## src/rtl/flopoco_fmul_pipe.sv

```systemverilog
// Two-stage pipelined multiplier for FloPoCo-format floats {exc, sign, exp, frac}.
// Round-to-nearest-even; a single stall signal holds both stages under backpressure.
module flopoco_fmul_pipe #(
   parameter int WE = 4,
   parameter int WF = 5,
   parameter int ID = 1
) (
   input  logic              clk,
   input  logic              rst,
   input  logic              in_valid,
   output logic              in_ready,
   input  logic [WE+WF+2:0]  X,
   input  logic [WE+WF+2:0]  Y,
   output logic              out_valid,
   input  logic              out_ready,
   output logic [WE+WF+2:0]  R
);

   localparam int W  = WE + WF + 3;
   localparam int PW = 2 * (WF + 1);
   localparam int EW = WE + 2;
   localparam logic [EW-1:0] BIAS = EW'((1 << (WE - 1)) - 1);

   typedef enum logic [1:0] {
      EXC_ZERO   = 2'b00,
      EXC_NORMAL = 2'b01,
      EXC_INF    = 2'b10,
      EXC_NAN    = 2'b11
   } exc_t;

   exc_t            x_exc, y_exc, in_exc;
   logic            in_sign;
   logic [EW-1:0]   in_exp;
   logic [PW-1:0]   in_prod;

   logic            s1_valid, s2_valid;
   logic            s1_sign;
   exc_t            s1_exc;
   logic [EW-1:0]   s1_exp;
   logic [PW-1:0]   s1_prod;

   logic            advance;
   logic            norm, guard, sticky, rnd_up;
   logic [PW-2:0]   shifted;
   logic [WF-1:0]   frac_t, frac_r;
   logic [EW-1:0]   exp_n, exp_r;
   exc_t            res_exc;
   logic [W-1:0]    result;

   assign advance   = !(s2_valid && !out_ready);
   assign in_ready  = advance;
   assign out_valid = s2_valid;

   // Stage 1 inputs: exception decode, exponent sum with bias removed, significand product.
   always_comb begin
      x_exc   = exc_t'(X[W-1:W-2]);
      y_exc   = exc_t'(Y[W-1:W-2]);
      in_sign = X[W-3] ^ Y[W-3];
      if (x_exc == EXC_NAN || y_exc == EXC_NAN ||
          (x_exc == EXC_ZERO && y_exc == EXC_INF) ||
          (x_exc == EXC_INF && y_exc == EXC_ZERO))
         in_exc = EXC_NAN;
      else if (x_exc == EXC_INF || y_exc == EXC_INF)
         in_exc = EXC_INF;
      else if (x_exc == EXC_ZERO || y_exc == EXC_ZERO)
         in_exc = EXC_ZERO;
      else
         in_exc = EXC_NORMAL;
      in_exp  = EW'(X[WF+WE-1:WF]) + EW'(Y[WF+WE-1:WF]) - BIAS;
      in_prod = PW'({1'b1, X[WF-1:0]}) * PW'({1'b1, Y[WF-1:0]});
   end

   // Stage 2 inputs: normalise, round to nearest even, then classify the rounded exponent.
   always_comb begin
      norm    = s1_prod[PW-1];
      shifted = norm ? s1_prod[PW-2:0] : {s1_prod[PW-3:0], 1'b0};
      frac_t  = shifted[PW-2 -: WF];
      guard   = shifted[WF];
      sticky  = |shifted[WF-1:0];
      exp_n   = s1_exp + EW'(norm);
      rnd_up  = guard & (sticky | frac_t[0]);
      {exp_r, frac_r} = {exp_n, frac_t} + (EW + WF)'(rnd_up);
      res_exc = s1_exc;
      if (s1_exc == EXC_NORMAL) begin
         case (exp_r[EW-1:EW-2])
            2'b00:   res_exc = EXC_NORMAL;
            2'b01:   res_exc = EXC_INF;
            default: res_exc = EXC_ZERO;
         endcase
      end
      if (res_exc == EXC_NORMAL)
         result = {res_exc, s1_sign, exp_r[WE-1:0], frac_r};
      else
         result = {res_exc, s1_sign, {(WE + WF){1'b0}}};
   end

   always_ff @(posedge clk) begin
      if (rst) begin
         s1_valid <= 1'b0;
         s2_valid <= 1'b0;
         R        <= '0;
      end else if (advance) begin
         s1_valid <= in_valid;
         s2_valid <= s1_valid;
         if (s1_valid)
            R <= result;
      end
   end

   // NOTE: payload registers carry no reset; the valid bits alone decide whether they matter.
   always_ff @(posedge clk) begin
      if (advance && in_valid) begin
         s1_sign <= in_sign;
         s1_exc  <= in_exc;
         s1_exp  <= in_exp;
         s1_prod <= in_prod;
      end
   end

endmodule

```

## config.mk

```make
export PLATFORM = sky130hd
export DESIGN_NAME = flopoco_fmul_pipe
export DESIGN_NICKNAME = d
export VERILOG_FILES = /design/src/rtl/flopoco_fmul_pipe.sv
export SDC_FILE = /design/constraint.sdc
export NUM_CORES = 1
export LEC_CHECK = 0
export ABC_AREA = 1
export BUFFER_PORTS_ARGS = -buffer_cell sky130_fd_sc_hd__buf_2
export CAP_MARGIN = 20
export CELL_PAD_IN_SITES_DETAIL_PLACEMENT = 1
export CELL_PAD_IN_SITES_GLOBAL_PLACEMENT = 1
export CORE_MARGIN = 3
export CORE_UTILIZATION = 47
export DETAILED_ROUTE_END_ITERATION = 10
export PLACE_DENSITY_LB_ADDON = 0.12
export SLEW_MARGIN = 15
export SYNTH_ARGS = -nofsm -noshare
export SYNTH_HDL_FRONTEND = slang
export SYNTH_SLANG_ARGS = --single-unit
```

## constraint.sdc

```tcl
create_clock -name clk -period 6.1 [get_ports clk]
set_clock_uncertainty 0.15 [all_clocks]
set_input_delay 0.305 -clock clk [delete_from_list [all_inputs] [get_ports clk]]
set_output_delay 0.305 -clock clk [all_outputs]
set_load 0.05 [all_outputs]
```

# Word-level counts from Yosys, hierarchy flattened
# Index checks and enable logic that the tools add are counted.
[word_totals] register_bits=35 latchBits=0 ramBits=0 rom_bits=0 inputBits=28 out_inout_bits=14 wordCells=47 n_memories=0
[classes] n_addsub=4 mul=1 n_div=0 n_lt_le_gt_ge=0 eq_ne=7 n_shift=0 n_mux=6 bitwise_logic=4 reduce_logical=17
[op_table] cell="6-bit by 6-bit multiplier with 12-bit output" count=1
[op_table] cell="11-bit by 1-bit adder with 11-bit output" count=1
[op_table] cell="11-bit 2-to-1 mux" count=1
[op_table] cell="9-bit 2-to-1 mux" count=1
[op_table] cell="2-bit == test (second input constant)" count=4
[op_table] cell="6-bit by 1-bit adder with 6-bit output" count=1
[op_table] cell="2-bit by 1-bit == test with 1-bit output (second input constant)" count=3
[op_table] cell="2-bit logical NOT" count=3
[op_table] cell="5-bit by 3-bit subtractor with 6-bit output (second input constant)" count=1
[op_table] cell="4-bit by 4-bit adder with 5-bit output" count=1
[op_table] cell="1-bit logical OR" count=5
[op_table] cell="5-bit OR reduction" count=1
[op_table] cell="1-bit logical AND" count=4
[op_table] cell="2-bit one-hot mux with 2 select lines" count=1
[op_table] cell="1-bit logical NOT" count=2
[op_table] cell="1-bit 2-to-1 mux" count=2
[op_table] cell="2-bit 2-to-1 mux" count=1
[op_table] cell="2-bit AND reduction" count=1
[op_table] cell="2-bit OR reduction" count=1
[op_table] cell="1-bit bitwise AND" count=1
[op_table] cell="1-bit inverter" count=1
[op_table] cell="1-bit bitwise OR" count=1
[op_table] cell="1-bit bitwise XOR" count=1

# Logic depth before layout (Yosys ltp)
[logic_depth] ltp_word=10 depth_mapped=18 mapped_depth_nobuf=18

# Worst setup path before layout
# OpenSTA, ideal clock, no wires.
[synth_timing] path_type="input -> register" from="input Y[4]" to="register s1_prod[10] (data pin)" setup_ps=252 t_arrival_ps=3189 required_time_ps=5698 slack_ps=2509 stages=18 path_buffers=0 path_cell_list="nand2_1 inv_1 fa_1 inv_1 fa_1 fa_1 inv_1 ha_1 a21oi_1 nand2_1 nand2_1 nand2_1 a21oi_1 nor2_1 o21ai_0 nand2_1 nand2_1 nand2_1"
[synth_between] elab_chain_len=1
[synth_lines] item="from (decl)" line="13" text="input logic [WE+WF+2:0] Y,"
[synth_lines] item="6-bit by 6-bit multiplier with 12-bit output" line="70" text="in_prod = PW'({1'b1, X[WF-1:0]}) * PW'({1'b1, Y[WF-1:0]});"
[synth_lines] item="net in_prod[10]" line="34" text="logic [PW-1:0] in_prod;"
[synth_lines] item="to (signal assigned)" line="116" text="s1_prod <= in_prod;"
[synth_lines] item="to (decl)" line="40" text="logic [PW-1:0] s1_prod;"
# The timed path passes the listed nets, and every way through them passes these cells.
# A chain may end at the register's enable or synchronous reset.

# Worst setup path after layout
[layout_timing] from="input X[1]" to="register s1_prod[10] (data pin)"
[layout_between] elab_chain_len=1
[layout_lines] item="from (decl)" line="12" text="input logic [WE+WF+2:0] X,"
[layout_lines] item="6-bit by 6-bit multiplier with 12-bit output" line="70"
[layout_lines] item="net in_prod[10]" line="34"
# The timed path passes the listed nets, and every way through them passes these cells.

==> summary.md <==
| Metric | Value |
|---|---|
| CTS Hold Bufs | `0` |
| CP Class | `primary input to register` |
| Post-synth EDFFs | `21` |
| Max Cap Viol | `0` |
| Post-synth cell types | `30` |
| Largest family of logic cells by synthesized area | `adder cells` |
| Die W | `between 80 and 90 µm` |
| Core area | `~6000 µm²` |
| Final instance area | `~3300 µm²` |
| Post-CTS Setup Bufs | `0` |
| IO buf count | `about 40` |
| Placed Cells | `462` |
| CTS tree | `done` |
| Initial Util | `49.2%` |
| DR vias | `2296` |
| Crit path time final | `between 3 and 4 ns` |
| Flops & latches, synth | `35` |
| Top FF cell, synth | `edfxtp_1` |
| Root Buffer | `clkbuf_8` |
| Worst path arrival time | `3.58 ns` |
| Share of cells above drive strength 1 | `between 10% and 20%` |
| H-tree levels | `2` |
| Die Y-Extent | `between 80 and 90 µm` |
| Placed inst area | `3250 µm²` |
| Mapped Avg Cell Area | `approximately 8.5 µm²` |
| Synth Area in Adders | `between 20% and 30%` |
| Ant diodes | `0` |
| # fillers | `771` |
| Startpoint types | `primary input` |
| Worst hold path type | `primary input to register` |
| Placement Rows | `28` |
| Syn_nets | `roughly 420` |
| Largest net degree at the start of global routing | `22` |
| Seq/Total Area, Yosys | `approximately 31%` |
| Power Density | `267 nW/µm²` |
| Total global-route track usage | `around 17%` |
| VDD IR-drop max | `between 0.15 and 0.2 mV` |
| WP data required | `~6 ns` |
| Setup ws final | `about 2.4 ns` |
| Post-synth ARST share | `0%` |
| Bufs on Longest Clock Path | `2` |
| Yosys warns | `0` |
| Area added between synthesis and finish | `12.3%` |
| Leak | `~1.8 nW` |
| Hold WS | `~0.12 ns` |
| Vias per cell | `just under 5` |
| Final setup vio count | `0` |
| Xor/xnor cell area share of the yosys netlist | `4.73%` |
| Initial antenna violation count | `0` |
| Post-CTS sizing | `0` |
| Setup TNS | `0 ns` |
| Max Clk Rate | `approximately 270 MHz` |
| Detailed Route Iter0 Violations | `34` |
| Final hold violations | `0` |
| RSZ-0062 raised after global routing | `false` |
| Slew Limit Fails | `0` |
| Least-Margin Pin Slew | `approximately 0.82 ns` |
| Post-route ant nets | `0` |
| Worst slew margin | `45.0%` |
| Non-Filler Instances | `470` |
| Drt total wl | `roughly 5600 µm` |
| Netlist Area Pre-Place | `2960 µm²` |
| Synth Area in Compound Gates | `slightly above 6%` |
| Mapped Cells | `roughly 350` |
| Post-synthesis mux area share | `less than 1%` |
| Util after Layout | `55.3%` |
| # IOs | `42` |
| Synthesized-area fraction occupied by and/or/nand/nor cells | `approximately 22%` |
| Net count, final | `470` |
| First-pass GRT wire length | `a little over 10000 µm` |
| Vias in the first global route | `2352` |
| Pwr Total | `slightly below 900 µW` |
| Count of TritonRoute iterations in the first routing pass | `4` |
| Remaining DRCs | `0` |
| Clock buffer count from CTS | `5` |
| GRT Residual Overflow | `0` |
| Worst setup EP type | `register` |
| Clock-pin slew of the registers on the worst-case setup and hold paths | `approximately 0.070 ns` |
| Pre-CTS setup slack | `approximately 2.1 ns` |
| Routed WL per cell | `~12 µm` |
| Detailed placer's ending HPWL | `a little under 5000 µm` |
| Outcome | `finished clean` |
| Clk sinks | `35` |
| Die area | `around 7300 µm²` |
| Worst skew pair latency | `between 0.2 and 0.3 ns` |
| Worst-path fanout max | `6` |
| RePlAce Congestion | `0.805` |
| Final Cycle Share | `60.3%` |
-- routing by layer --
metal	track usage [%]	wire [µm]	vias to the layer above	share of wire [%]
li1	-	-	1174	-
met1	20.7	2410	1079	43
met2	30.7	2930	36	52
met3	3.01	224	7	4.0
met4	6.04	87	0	1.5
met5	0	0	-	0
-- final cells by class --
class / count / area, µm² / area share (%)
timing repair buffer: 41 / 205 / 6.16
clock inverter: 2 / 8.76 / 0.263
sequential: 35 / 911 / 27.4
tap: 75 / 93.8 / 2.82
multi-input combinational: 226 / 1720 / 51.6
clock buffer: 6 / 72.6 / 2.18
inverter: 85 / 322 / 9.66
-- worst max-delay path, cell delays in order --
cell and delay [ns]:
buf_2 0.15, nand2_1 0.06, inv_1 0.05, fa_1 0.51, inv_1 0.06, fa_1 0.50
fa_1 0.55, inv_1 0.04, ha_1 0.34, a21oi_1 0.16, nand2_1 0.10, nand2_1 0.07
nand2_1 0.05, a21oi_1 0.19, nor2_1 0.06, o21ai_0 0.20, nand2_1 0.08, nand2_1 0.06
nand2_1 0.04
-- flip-flops by register name (all words and copies together) (netlist names) --
signal     cells
s1_prod       12
s1_valid       1
R             12
s1_sign        1
s1_exc         2
s1_exp         6
out_valid      1
-- where the power goes --
| part | leakage, nW | total (mW) | switching, mW | internal (mW) |
|---|---|---|---|---|
| Clock | 0.0426 | 0.159 | 0.0803 | 0.0784 |
| Combinational | 1.43 | 0.405 | 0.252 | 0.154 |
| Sequential | 0.320 | 0.324 | 0.0219 | 0.303 |
-- synthesized netlist by cell type, types with 2 or more instances --
cell type / count / area share [%]
nand4_1: 3 / 0.63
nand2_1: 65 / 8.2
dfxtp_1: 14 / 9.5
nor2_4: 4 / 1.5
xnor2_1: 3 / 0.89
a21oi_1: 20 / 3.4
nor2_2: 2 / 0.42
inv_2: 2 / 0.25
fa_1: 18 / 12
inv_1: 81 / 10
ha_1: 30 / 13
o21ai_0: 12 / 2.0
xor2_1: 13 / 3.8
edfxtp_1: 21 / 21
nor3_1: 2 / 0.34
nor2_1: 12 / 1.5
nand2_2: 4 / 0.84
nand2_4: 8 / 3.0
nand3_1: 23 / 3.9
-- path summary, 6_finish.rpt --
check / slack [ns] / cells past startpoint / endpoint / from
worst min register to register: 0.33 / 2 / s1_valid / s1_valid
worst max register to register: 3.41 / 11 / R[1] / s1_prod[11]
worst max-delay path: 2.42 / 19 / s1_prod[10] / X[1]
worst min-delay path: 0.12 / 2 / out_valid / rst
-- kinds of logic (layout without fill, tap and decap cells) --
kind of cell             Yosys count  after routing
adder cells (fa/ha/maj)           48             48
XOR/XNOR                          16             16
AND/OR/NAND/NOR                  126            126
buffers and inverters             87            134
multiplexers                       1              1
AO/OA/AOI/OAI                     35             35
flip-flops                        35             35
-- layout by cell type (no fill, tap or decap), types with 2 or more instances in the layout --
master / instances
nor3_1: 2
nand4_1: 3
nor2_1: 12
xnor2_1: 3
a21oi_1: 20
buf_2: 41
inv_2: 2
dfxtp_1: 14
ha_1: 30
inv_1: 81
o21ai_0: 12
edfxtp_1: 21
clkinv_1: 2
nor2_2: 2
clkbuf_8: 5
xor2_1: 13
fa_1: 18
nand2_1: 65
nor2_4: 4
nand2_4: 8
nand2_2: 4
nand3_1: 23
No activity file was read; power rests on OpenSTA's default activity.
